## src/rtl/mem_boot_if.sv

```systemverilog
// Bus bundle between the boot arbiter and its surroundings: UART byte
// stream, core memory request, shared memory port and status flags.
interface mem_boot_if #(
  parameter int ADDR_W = 4,
  parameter int DATA_W = 32
);
  // rx_valid is a one-cycle strobe with no back-pressure: rx_data is
  // consumed on every cycle rx_valid is high. reload is a one-cycle pulse.
  logic [7:0]        rx_data;
  logic              rx_valid;
  logic              reload;
  logic [ADDR_W-1:0] core_addr;
  logic [DATA_W-1:0] core_wdata;
  logic              core_we;
  logic [ADDR_W-1:0] mem_addr;
  logic [DATA_W-1:0] mem_wdata;
  logic              mem_we;
  logic              core_hold;
  logic              busy;
  logic              done;
  logic              ovf;
  logic [1:0]        state_dbg;

  modport slave (
    input  rx_data, rx_valid, reload, core_addr, core_wdata, core_we,
    output mem_addr, mem_wdata, mem_we, core_hold, busy, done, ovf, state_dbg
  );

  modport master (
    output rx_data, rx_valid, reload, core_addr, core_wdata, core_we,
    input  mem_addr, mem_wdata, mem_we, core_hold, busy, done, ovf, state_dbg
  );
endinterface

```

## src/rtl/mem_boot_arbiter.sv

```systemverilog
// Arbitrates the unified memory port between a UART boot loader and the core.
// The loader packs big-endian bytes into words, then hands memory to the core.
module mem_boot_arbiter #(
  parameter int ADDR_W = 4,
  parameter int DATA_W = 32
) (
  input logic       clk,
  input logic       rst,
  mem_boot_if.slave bus
);
  localparam int BPW    = DATA_W / 8;
  localparam int DEPTH  = 1 << ADDR_W;
  localparam int CNT_W  = $clog2(BPW + 1);
  localparam int WIDX_W = ADDR_W + 1;

  typedef enum logic [1:0] {WAIT_CNT, RX_BYTES, WRITE, RUN} state_t;

  state_t              state, state_n;
  logic [CNT_W-1:0]    byte_cnt, byte_cnt_n;
  logic [WIDX_W-1:0]   word_idx, word_idx_n;
  logic [WIDX_W-1:0]   n_words, n_words_n;
  logic [DATA_W-1:0]   pack, pack_n;
  logic                ovf_q, ovf_n;
  logic                done_q, done_n;
  logic [DATA_W-1:0]   shifted;

  assign shifted = (pack << 8) | DATA_W'(bus.rx_data);

  always_ff @(posedge clk or posedge rst) begin
    if (rst) begin
      state    <= WAIT_CNT;
      byte_cnt <= '0;
      word_idx <= '0;
      n_words  <= '0;
      pack     <= '0;
      ovf_q    <= 1'b0;
      done_q   <= 1'b0;
    end else begin
      state    <= state_n;
      byte_cnt <= byte_cnt_n;
      word_idx <= word_idx_n;
      n_words  <= n_words_n;
      pack     <= pack_n;
      ovf_q    <= ovf_n;
      done_q   <= done_n;
    end
  end

  always_comb begin
    state_n    = state;
    byte_cnt_n = byte_cnt;
    word_idx_n = word_idx;
    n_words_n  = n_words;
    pack_n     = pack;
    ovf_n      = ovf_q;
    case (state)
      WAIT_CNT: begin
        if (bus.rx_valid) begin
          if (bus.rx_data == 8'd0) begin
            state_n = RUN;
          end else begin
            if (int'(bus.rx_data) > DEPTH) begin
              n_words_n = WIDX_W'(DEPTH);
              ovf_n     = 1'b1;
            end else begin
              n_words_n = WIDX_W'(bus.rx_data);
            end
            word_idx_n = '0;
            byte_cnt_n = '0;
            state_n    = RX_BYTES;
          end
        end
      end
      RX_BYTES: begin
        if (bus.rx_valid) begin
          pack_n = shifted;
          if (byte_cnt == CNT_W'(BPW - 1)) begin
            byte_cnt_n = '0;
            state_n    = WRITE;
          end else begin
            byte_cnt_n = byte_cnt + CNT_W'(1);
          end
        end
      end
      WRITE: begin
        word_idx_n = word_idx + WIDX_W'(1);
        if (word_idx == n_words - WIDX_W'(1)) begin
          state_n = RUN;
        end else begin
          state_n    = RX_BYTES;
          byte_cnt_n = '0;
          // A byte landing in this cycle is the first byte of the next word.
          if (bus.rx_valid) begin
            pack_n = shifted;
            if (BPW == 1) state_n = WRITE;
            else          byte_cnt_n = CNT_W'(1);
          end
        end
      end
      RUN: begin
        if (bus.reload) begin
          state_n = WAIT_CNT;
          ovf_n   = 1'b0;
        end
      end
      default: state_n = WAIT_CNT;
    endcase
    done_n = (state_n == RUN) && (state != RUN);
  end

  // Loader-side memory outputs come straight from state/word_idx/pack flops.
  always_comb begin
    bus.mem_addr  = '0;
    bus.mem_wdata = '0;
    bus.mem_we    = 1'b0;
    if (state == RUN) begin
      bus.mem_addr  = bus.core_addr;
      bus.mem_wdata = bus.core_wdata;
      bus.mem_we    = bus.core_we;
    end else if (state == WRITE) begin
      bus.mem_addr  = word_idx[ADDR_W-1:0];
      bus.mem_wdata = pack;
      bus.mem_we    = 1'b1;
    end
  end

  assign bus.core_hold = (state != RUN);
  assign bus.busy      = (state != RUN);
  assign bus.done      = done_q;
  assign bus.ovf       = ovf_q;
  assign bus.state_dbg = state;
endmodule

```

## src/flat_wrapper.sv

```systemverilog
// flat-port wrapper written by rule: the top's interface ports become plain ports
module mem_boot_arbiter_flat 
#(
  parameter int ADDR_W = 4,
  parameter int DATA_W = 32
)
  (clk, rst, bus_rx_data, bus_rx_valid, bus_reload, bus_core_addr, bus_core_wdata, bus_core_we, bus_mem_addr, bus_mem_wdata, bus_mem_we, bus_core_hold, bus_busy, bus_done, bus_ovf, bus_state_dbg);
  mem_boot_if #(.ADDR_W(ADDR_W), .DATA_W(DATA_W)) bus_i ();
  input logic clk;
  input logic rst;
  input wire logic [$bits(bus_i.rx_data)-1:0] bus_rx_data;
  input wire logic [$bits(bus_i.rx_valid)-1:0] bus_rx_valid;
  input wire logic [$bits(bus_i.reload)-1:0] bus_reload;
  input wire logic [$bits(bus_i.core_addr)-1:0] bus_core_addr;
  input wire logic [$bits(bus_i.core_wdata)-1:0] bus_core_wdata;
  input wire logic [$bits(bus_i.core_we)-1:0] bus_core_we;
  output wire logic [$bits(bus_i.mem_addr)-1:0] bus_mem_addr;
  output wire logic [$bits(bus_i.mem_wdata)-1:0] bus_mem_wdata;
  output wire logic [$bits(bus_i.mem_we)-1:0] bus_mem_we;
  output wire logic [$bits(bus_i.core_hold)-1:0] bus_core_hold;
  output wire logic [$bits(bus_i.busy)-1:0] bus_busy;
  output wire logic [$bits(bus_i.done)-1:0] bus_done;
  output wire logic [$bits(bus_i.ovf)-1:0] bus_ovf;
  output wire logic [$bits(bus_i.state_dbg)-1:0] bus_state_dbg;
  assign bus_i.rx_data = bus_rx_data;
  assign bus_i.rx_valid = bus_rx_valid;
  assign bus_i.reload = bus_reload;
  assign bus_i.core_addr = bus_core_addr;
  assign bus_i.core_wdata = bus_core_wdata;
  assign bus_i.core_we = bus_core_we;
  assign bus_mem_addr = bus_i.mem_addr;
  assign bus_mem_wdata = bus_i.mem_wdata;
  assign bus_mem_we = bus_i.mem_we;
  assign bus_core_hold = bus_i.core_hold;
  assign bus_busy = bus_i.busy;
  assign bus_done = bus_i.done;
  assign bus_ovf = bus_i.ovf;
  assign bus_state_dbg = bus_i.state_dbg;
  mem_boot_arbiter #(.ADDR_W(ADDR_W), .DATA_W(DATA_W)) u_core (.clk(clk), .rst(rst), .bus(bus_i));
endmodule
```

## config.mk

```make
export PLATFORM = sky130hd
export DESIGN_NAME = mem_boot_arbiter_flat
export DESIGN_NICKNAME = d
export VERILOG_FILES = /design/src/rtl/mem_boot_if.sv /design/src/rtl/mem_boot_arbiter.sv /design/src/flat_wrapper.sv
export SDC_FILE = /design/constraint.sdc
export NUM_CORES = 1
export LEC_CHECK = 0
export ABC_CLOCK_PERIOD_IN_PS = 1900
export BUFFER_PORTS_ARGS = -buffer_cell sky130_fd_sc_hd__clkbuf_2
export CORE_MARGIN = 5
export CORE_UTILIZATION = 42
export DETAILED_ROUTE_END_ITERATION = 12
export HOLD_SLACK_MARGIN = 0.1
export PLACE_DENSITY = 0.7
export SYNTH_ARGS = -nofsm -noshare
export SYNTH_HDL_FRONTEND = slang
export SYNTH_SLANG_ARGS = --single-unit
export TNS_END_PERCENT = 10
```

## constraint.sdc

```tcl
create_clock -name clk -period 1.9 [get_ports clk]
set_input_delay 0.19 -clock clk [delete_from_list [all_inputs] [get_ports clk]]
set_output_delay 0.19 -clock clk [all_outputs]
set_load 0.01 [all_outputs]
```

# After elaboration in Yosys (flattened, before gate mapping)
# Cells that the tools add are included.
# classes
n_reduce_logical	12
eq_ne	13
n_bitwise	2
addsub	3
n_lt_le_gt_ge	1
mux	32
# op_table
op	n
$mux 32	4
$pmux 32 s2	1
$or 32x8->32	1
$mux 3	5
$mux 5	3
$mux 2	6
$ne 2x2->1 const B	6
$pmux 5 s2	1
$reduce_and 5->1	2
$pmux 3 s3	1
$gt 8x5->1 const B	1
$logic_not 8->1	1
$mux 4	2
$pmux 2 s4	1
$mux 1	7
$eq 2x2->1 const B	3
$reduce_and 3->1	2
$reduce_bool 2->1	3
$add 5x1->5 const B	1
$eq 5x5->1	1
$sub 5x1->5 const B	1
$add 3x1->3 const B	1
$eq 3x2->1 const B	1
$reduce_bool 3->1	1
7 further kinds	7
# totals
in_bits	49
output_inout_bits	43
register_bits	49
wordCells	70

# Depth between registers and ports, before layout
# Gate-level depths: netlist of run 1.
# logic_depth
word_depth	6
depth_mapped	8
mapped_depth_nobuf	6

# Worst setup path after synthesis of run 1
# Ideal clock, no wire load.
# synth_timing
path_type	reg2reg
start	register u_core.state[0], in the netlist u_core.bus.state_dbg[0]
end	register u_core.pack[0]
synth_period_minus_slack_ns	2.007
setup_ns	0.125
setup_slack_ns	-0.107
n_path_buf	2
stages_incl_launch_ff	9
arrival_ns	1.881
cell_sequence	dfrtp_1 -> inv_1 -> ha_1 -> buf_2 -> inv_2 -> nor4_4 -> a21oi_4 -> buf_12 -> mux2_4
# synth_between
elab_chain_len	3
word_cells_on_any_way	6
classes_between	eq/ne (3); mux (1); reduce/logical (2)
# synth_rtl
item	line	text
start: declaration	mem_boot_arbiter.sv:18	state_t state, state_n;
start signal: assignment	mem_boot_arbiter.sv:39	state <= state_n;
$eq 2x2->1 or $eq 2x1->1 (tied branches)	mem_boot_arbiter.sv:56	case (state)
$ne 2x2->1 (no line) or $reduce_bool 2->1 (tied branches)	--	
$reduce_and 2->1 (no line)	--	
end signal: assignment	mem_boot_arbiter.sv:43	pack <= pack_n;
end: declaration	mem_boot_arbiter.sv:22	logic [DATA_W-1:0] pack, pack_n;
# Several ways; a longest one is shown, not always the timed one.
# A chain may end at the register's enable or synchronous reset.

# Worst setup path in the final report of run 1
# layout_timing
start	register u_core.state[0], in the netlist u_core.bus.state_dbg[0]
end	register u_core.pack[1]
# The elaborated chain is that of the path after synthesis.

==> flow_summary.toml, run 1 <==
[outcome]
run_status = "completed"

[detailed_routing]
totalWireLength_microns = 7841
drtAntennaViolNets = 0
per_cell_routed_wire_length_microns = 15.28
viasPerCell = 4.969
first_iter_violations = 74
routed_vias = 2549
pre_antenna_drt_iters = 4
remaining_drc_errors = 0

[global_route]
grt_pass1_vias = 2399
global_route.overflow_total = 0
grt_first_pass_wirelength_microns = 11930
antenna_found_initial = 0
pin_count_of_the_biggest_net_entering_global_routing = 59
grt_util_all_layers_pct = 16.87

[placement]
dp.final_hpwl_microns = 5760
finalWeightedCongestion = 0.8731
post-place-ws_ns = -0.008589
place.detailed.instances = 494
io_buffers = 91

[pwr]
power.net_switching_w = 0.002454
p_total_w = 0.006156
vdd_drop_max_mv = 0.5544
clockPowerShare_pct = 10.7
power_switching_share_pct = 39.87
pwr-share-seq_pct = 31.8
power_report.internal_total_w = 0.003702
pwr-share-comb_pct = 57.5
p_per_area_nw_per_um2 = 1534
power.leakage_nw = 1.875

[sta]
rsz0062_at_grt = "true"
max_freq_ghz = 0.5335
maxSlewViolCount = 0
finalCritPeriodShare_pct = 98.65
finalClockSkew_ns = 0.007951
worst_hold_slack_ns = 0.1318
finalSetupViolCount = 0
worst_pin_slew_ns = 0.4671
hold_viol_final = 0
post-route-min-period_ns = 1.874
slew-limit-headroom_pct = 68.81
postLayoutSetupSlackWorst_ns = 0.02571

[logic_synthesis]
synthDominantAreaCellType = "dfrtp_1"
number_of_enable_flip_flop_cells_after_synthesis = 0
yosysUniqueCellTypes = 47
yosys_warnings = 0
synth.yosys.seq_area_share_pct = 40.50
ranking_of_synthesized_cells_by_area = "dfrtp_1, mux2_4, nand2_1, o21ai_0, ha_1"
syn_inst = 301
synth_fp_nets = 358
ys_async_sr_fraction_pct = 100.0
postSynth.topFlopCell = "dfrtp_1"
synthesis.area_sq_um = 3028
syn_avg_cell_area_sq_um = 10.06
yosysTopAreaCellShare_pct = 40.50
synth.ff_latch_count = 49

[critical_path]
cp_max_fo = 9
endpoint_kind = "register"
library_cell_contributing_the_largest_single_delay_on_the_critical_path = "dfrtp_1"
worst_setup_path_start_kind = "register"
timing_worst_setup_path_type = "register to register"
timing.critical_path.arrival_ns = 2.07
cp_cell_sequence = "inv_2 -> ha_4 -> inv_4 -> nor4_4 -> a21oi_4 -> clkbuf_16 -> mux2_4"
critical-path-max-stage-delay_ns = 0.42
worst-endpoint-required_ns = 2.10

[cells_and_area]
finalNetCount = 470
final_layout_size_suffix_gt1_share_pct = 46.38
fill_cells = 646
antenna_cells_inserted = 0
finish.cell_count_without_fillers = 513
area_growth_pct = 32.56

[die]
floorplan.io_pins = 92
die_h_microns = 94.91
die_w_microns = 94.91
die_area_sq_um = 9007
placementRows = 31
floorplan.core_area_sq_um = 7137
start_util_pct = 42.43

[clock_network]
clk-insertion-delay-late_ns = 0.31
htree_num_levels = 2
clk_pin_slew_ns = 0.10
cts.sink_count = 49
tritoncts.num_buffers = 5
clockRootBuffer = "clkbuf_8"
clockBufferDepth = 2
cts_tree = "done"

[hold_path]
worst_hold_path_type = "input pin to register"

[run]
timing.max_cap.violations = 0
-- stage by stage --
stage	TNS (ns)	util, %	cell area, sq um
CTS	0	53.77	3837
floorplan	0	-	3052
global placement	0	51.79	3696
finish	0	56.24	4014
detailed placement	-0.03775	51.79	3696
global route	-0.6473	56.24	4014
-- routing by layer --
| layer | vias up | GRT usage (%) | wire [microns] |
|---|---|---|---|
| met2 | 64 | 26.07 | 3749 |
| li1 | 1271 | - | - |
| met1 | 1207 | 24.07 | 3664 |
| met5 | - | 0 | 0 |
| met3 | 7 | 3.506 | 330 |
| met4 | 0 | 4.447 | 96 |
-- what timing repair did --
item                       in CTS  in global routing
setup endpoints to repair      63                 69
pin swaps                       1                  5
resized for setup               9                 25
gates cloned                    0                  3
hold endpoints to repair       21                  0
setup buffers                   0                  7
hold buffers                    1                  0
-- final timing paths --
| kind | cells after the start | end | startpoint | slack [ns] |
|---|---|---|---|---|
| hold / removal | 2 | u_core.pack[6]$_DFFE_PP0P_ | bus_rx_data[6] | 0.13 |
| max in group asynchronous | 4 | u_core.word_idx[4]$_DFFE_PP0P_ | rst | 0.87 |
| setup reg to reg | 7 | u_core.pack[1]$_DFFE_PP0P_ | u_core.bus.state_dbg[0]$_DFF_PP0_ | 0.03 |
| setup / recovery | 7 | u_core.pack[1]$_DFFE_PP0P_ | u_core.bus.state_dbg[0]$_DFF_PP0_ | 0.03 |
| min in group asynchronous | 3 | u_core.pack[21]$_DFFE_PP0P_ | rst | 0.42 |
| hold reg to reg | 1 | u_core.pack[28]$_DFFE_PP0P_ | u_core.pack[28]$_DFFE_PP0P_ | 0.52 |
-- cell families (layout without fill, tap and decap cells) --
logic type	count (synthesis)	after routing	synth area share (%)
mux	37	37	17.36
fa+ha+maj	8	8	3.306
xor+xnor	5	5	1.694
compound gates	70	70	15.17
buf+inv	31	144	5.909
simple gates	101	101	16.07
flops	49	49	40.50
-- layout make-up --
cell class / instances / area (sq um) / area share [%]
tap: 99 / 123.9 / 3.086
sequential: 49 / 1230 / 30.64
clock buffer: 5 / 68.82 / 1.714
multi-input combinational: 221 / 1710 / 42.61
inverter: 10 / 40.04 / 0.9975
timing repair buffer: 126 / 815.8 / 20.32
clock inverter: 3 / 25.02 / 0.6234
-- power groups by stage --
stage                     Combinational (W)  Clock [W]  Sequential, W
after floorplan                     0.00234          0        0.00182
after global placement              0.00311          0        0.00192
after detailed placement            0.00320          0        0.00194
after CTS                           0.00327   0.000673        0.00193
after global routing                0.00385   0.000716        0.00201
final                               0.00354   0.000659        0.00196
-- cells in the final DEF, fill, tap and decap left out, drive strengths merged, types with 4 or more instances in the layout --
master and count:
clkbuf 92, nand2 67, dfrtp 49, buf 38, o21ai 36, mux2 34
inv 12, a22o 11, a21oi 10, nor2 8, ha 8, xnor2 4
-- synth_stat cells, types with 2 or more instances --
master and number:
a211oi_1 2, a21oi_1 9, a22o_1 11, a32o_1 2, and2_1 2, buf_12 3
buf_2 2, clkbuf_1 13, dfrtp_1 49, ha_1 8, inv_1 9, mux2_2 4
mux2_4 30, mux2i_1 3, nand2_1 67, nand2b_1 3, nand3_1 2, nand3b_1 2
nor2_1 8, nor2b_1 3, nor3_1 3, nor4_4 2, o21a_1 2, o21ai_0 35
or4_1 2, xnor2_1 4
-- worst max-delay path: cells and delay by family (launching register included) --
family	cells	cell delay [ns]
DFF	1	0.42
adders and majority gates	1	0.21
muxes	1	0.29
AOI/OAI and AO/OA	1	0.15
and+or+nand+nor	1	0.29
buffers and inverters	3	0.39
-- flip-flops by register name (all words and copies together) (netlist names) --
| register | flops |
|---|---|
| u_core.bus.done | 1 |
| u_core.bus.ovf | 1 |
| u_core.bus.state_dbg | 2 |
| u_core.byte_cnt | 3 |
| u_core.n_words | 5 |
| u_core.pack | 32 |
| u_core.word_idx | 5 |
No activity file was read; power rests on OpenSTA's default activity.
==> inputs of run 2 (changes only) <==
--- a/config.mk
+++ b/config.mk
@@ -10,8 +10,10 @@
 export CORE_MARGIN = 5
 export CORE_UTILIZATION = 42
 export DETAILED_ROUTE_END_ITERATION = 12
+export GPL_ROUTABILITY_DRIVEN = 0
 export HOLD_SLACK_MARGIN = 0.1
 export PLACE_DENSITY = 0.7
+export RECOVER_POWER = 25
 export SYNTH_ARGS = -nofsm -noshare
 export SYNTH_HDL_FRONTEND = slang
 export SYNTH_SLANG_ARGS = --single-unit
==> run 2 against run 1 <==
Compared with the run above: critical endpoint unchanged; largest cell class unchanged; clock power is essentially flat; critical path depth is the same; combinational power is essentially flat.
==> flow_summary.toml, run 2 (synthesis gave the netlist of run 1 again) <==
[critical_path]
cp_max_fo = 9
reg2reg_from = "u_core.bus.state_dbg[0]$_DFF_PP0_"
timing.critical_path.arrival_ns = 2.07
reg2reg_depth = 7
worst_setup_path_start_kind = "register"
endpoint_kind = "register"
worst-endpoint-required_ns = 2.10
critical_path_startpoint = "u_core.bus.state_dbg[0]$_DFF_PP0_"
timing_worst_setup_path_type = "register to register"
reg2reg_setup_slack_ns = 0.03

[global_route]
grt_first_pass_wirelength_microns = 11930
pin_count_of_the_biggest_net_entering_global_routing = 59
groute.layer.met2.usage_pct = 26.07
grt_use_met3_pct = 3.506
global_route.overflow_total = 0
grt_util_all_layers_pct = 16.87
grt_pass1_vias = 2399
groute.layer.met1.usage_pct = 24.07
busiest_layer = "met2"
antenna_found_initial = 0

[cells_and_area]
final_layout_size_suffix_gt1_share_pct = 45.65
layout.cells.most_common_list = "clkbuf_2, nand2_1, dfrtp_1"
finalNetCount = 470
largest_register_ffs = 32
largest-register = "u_core.pack"
reg_top3 = "u_core.pack: 32 flops, u_core.n_words: 5 flops, u_core.word_idx: 5 flops"
fill_cells = 649
final_util_pct = 56.17
area_growth_pct = 32.40
commonest_non_fill_non_tap_cell_in_the_layout = "clkbuf_2"
antenna_cells_inserted = 0
finish.cell_count_without_fillers = 513

[die]
start_util_pct = 42.43
floorplan.io_pins = 92
die_w_microns = 94.91
die_area_sq_um = 9007
placementRows = 31
die_h_microns = 94.91
floorplan.core_area_sq_um = 7137

[clock_network]
tritoncts.num_buffers = 5
clk-insertion-delay-late_ns = 0.31
clockBufferDepth = 2
clockRootBuffer = "clkbuf_8"
cts_tree = "done"
cts.sink_count = 49
clk_pin_slew_ns = 0.10
htree_num_levels = 2

[pwr]
power.leakage_nw = 1.869
p_per_area_nw_per_um2 = 1535
p_total_w = 0.006154
vdd_drop_max_mv = 0.5547

[detailed_routing]
first_iter_violations = 72
remaining_drc_errors = 0
drtAntennaViolNets = 0
per_cell_routed_wire_length_microns = 15.30
totalWireLength_microns = 7851
pre_antenna_drt_iters = 4
routed_vias = 2560
viasPerCell = 4.990

[sta]
rsz0062_at_grt = "true"
max_freq_ghz = 0.5339
finalSetupViolCount = 0
maxSlewViolCount = 0
post-route-min-period_ns = 1.873
worst_pin_slew_ns = 0.8345
slew-limit-headroom_pct = 44.31
finalClockSkew_ns = 0.007286
hold_viol_final = 0
finalCritPeriodShare_pct = 98.58

[placement]
place.detailed.instances = 494
dp.final_hpwl_microns = 5760
io_buffers = 91

[hold_path]
timing.hold.worst.start = "bus_rx_data[6]"
hold-path-cell-count = 2
worst_hold_path_type = "input pin to register"

[outcome]
run_status = "completed"

[run]
timing.max_cap.violations = 0
==> run 2: cell count changes in the layout (fill, tap and decap cells not counted) <==
cell / delta
clkbuf_1: +2
buf_4: -1
clkbuf_2: -1
inv_1: +1
inv_2: -1
==> run 2: critical path, cell delays in order (launching register included) <==
cell       delay [ns]
dfrtp_1          0.42
inv_2            0.11
ha_4             0.21
inv_4            0.08
nor4_4           0.29
a21oi_4          0.15
clkbuf_16        0.20
mux2_4           0.29
==> run 2: per-stage QoR <==
step | worst slack (ns) | TNS [ns] | hold WS, ns | area (sq um)
final | 0.02693 | 0 | 0.1316 | 4009
after global routing | -0.03398 | -0.6473 | 0.1284 | 4009
after CTS | 0.001309 | 0 | 0.1284 | 3837
after global placement | 0.04128 | 0 | 0.2082 | 3696
after detailed placement | -0.008589 | -0.03775 | 0.2137 | 3696
after floorplan | 0.007647 | 0 | 0.3225 | 3052
==> run 2: final cells by class <==
class / count / area [sq um] / area share (%)
flip-flops and latches: 49 / 1230 / 30.68
clock buffers: 5 / 68.82 / 1.717
inverters: 10 / 40.04 / 0.9988
clock inverters: 3 / 25.02 / 0.6242
repair buffers: 126 / 810.8 / 20.22
well taps: 99 / 123.9 / 3.090
multi-input cells: 221 / 1710 / 42.67
==> run 2: worst paths after layout <==
kind / end
worst max-delay path: u_core.pack[1]$_DFFE_PP0P_
worst min-delay path: u_core.pack[6]$_DFFE_PP0P_
worst max register to register: u_core.pack[1]$_DFFE_PP0P_
worst min register to register: u_core.pack[28]$_DFFE_PP0P_
max in group asynchronous: u_core.pack[13]$_DFFE_PP0P_
min in group asynchronous: u_core.pack[30]$_DFFE_PP0P_
==> run 2: power by group <==
part | switching [W] | internal [W]
logic | 0.00162 | 0.00192
registers | 0.000446 | 0.00151
clock network | 0.000392 | 0.000269
==> run 2: per-layer routing <==
layer	up-vias	part of all wire [%]
li1	1270	-
met2	59	48
met3	5	4.2
met4	0	1.0
met5	-	0
met1	1226	47
==> run 2: repair_timing <==
item / CTS / global route
hold buffers: 1 / 0
endpoints found under the setup margin: 63 / 69
buffers inserted: 0 / 7
pin swaps: 1 / 5
cloned: 0 / 3
endpoints found under the hold margin: 21 / 0
resized for setup: 9 / 25
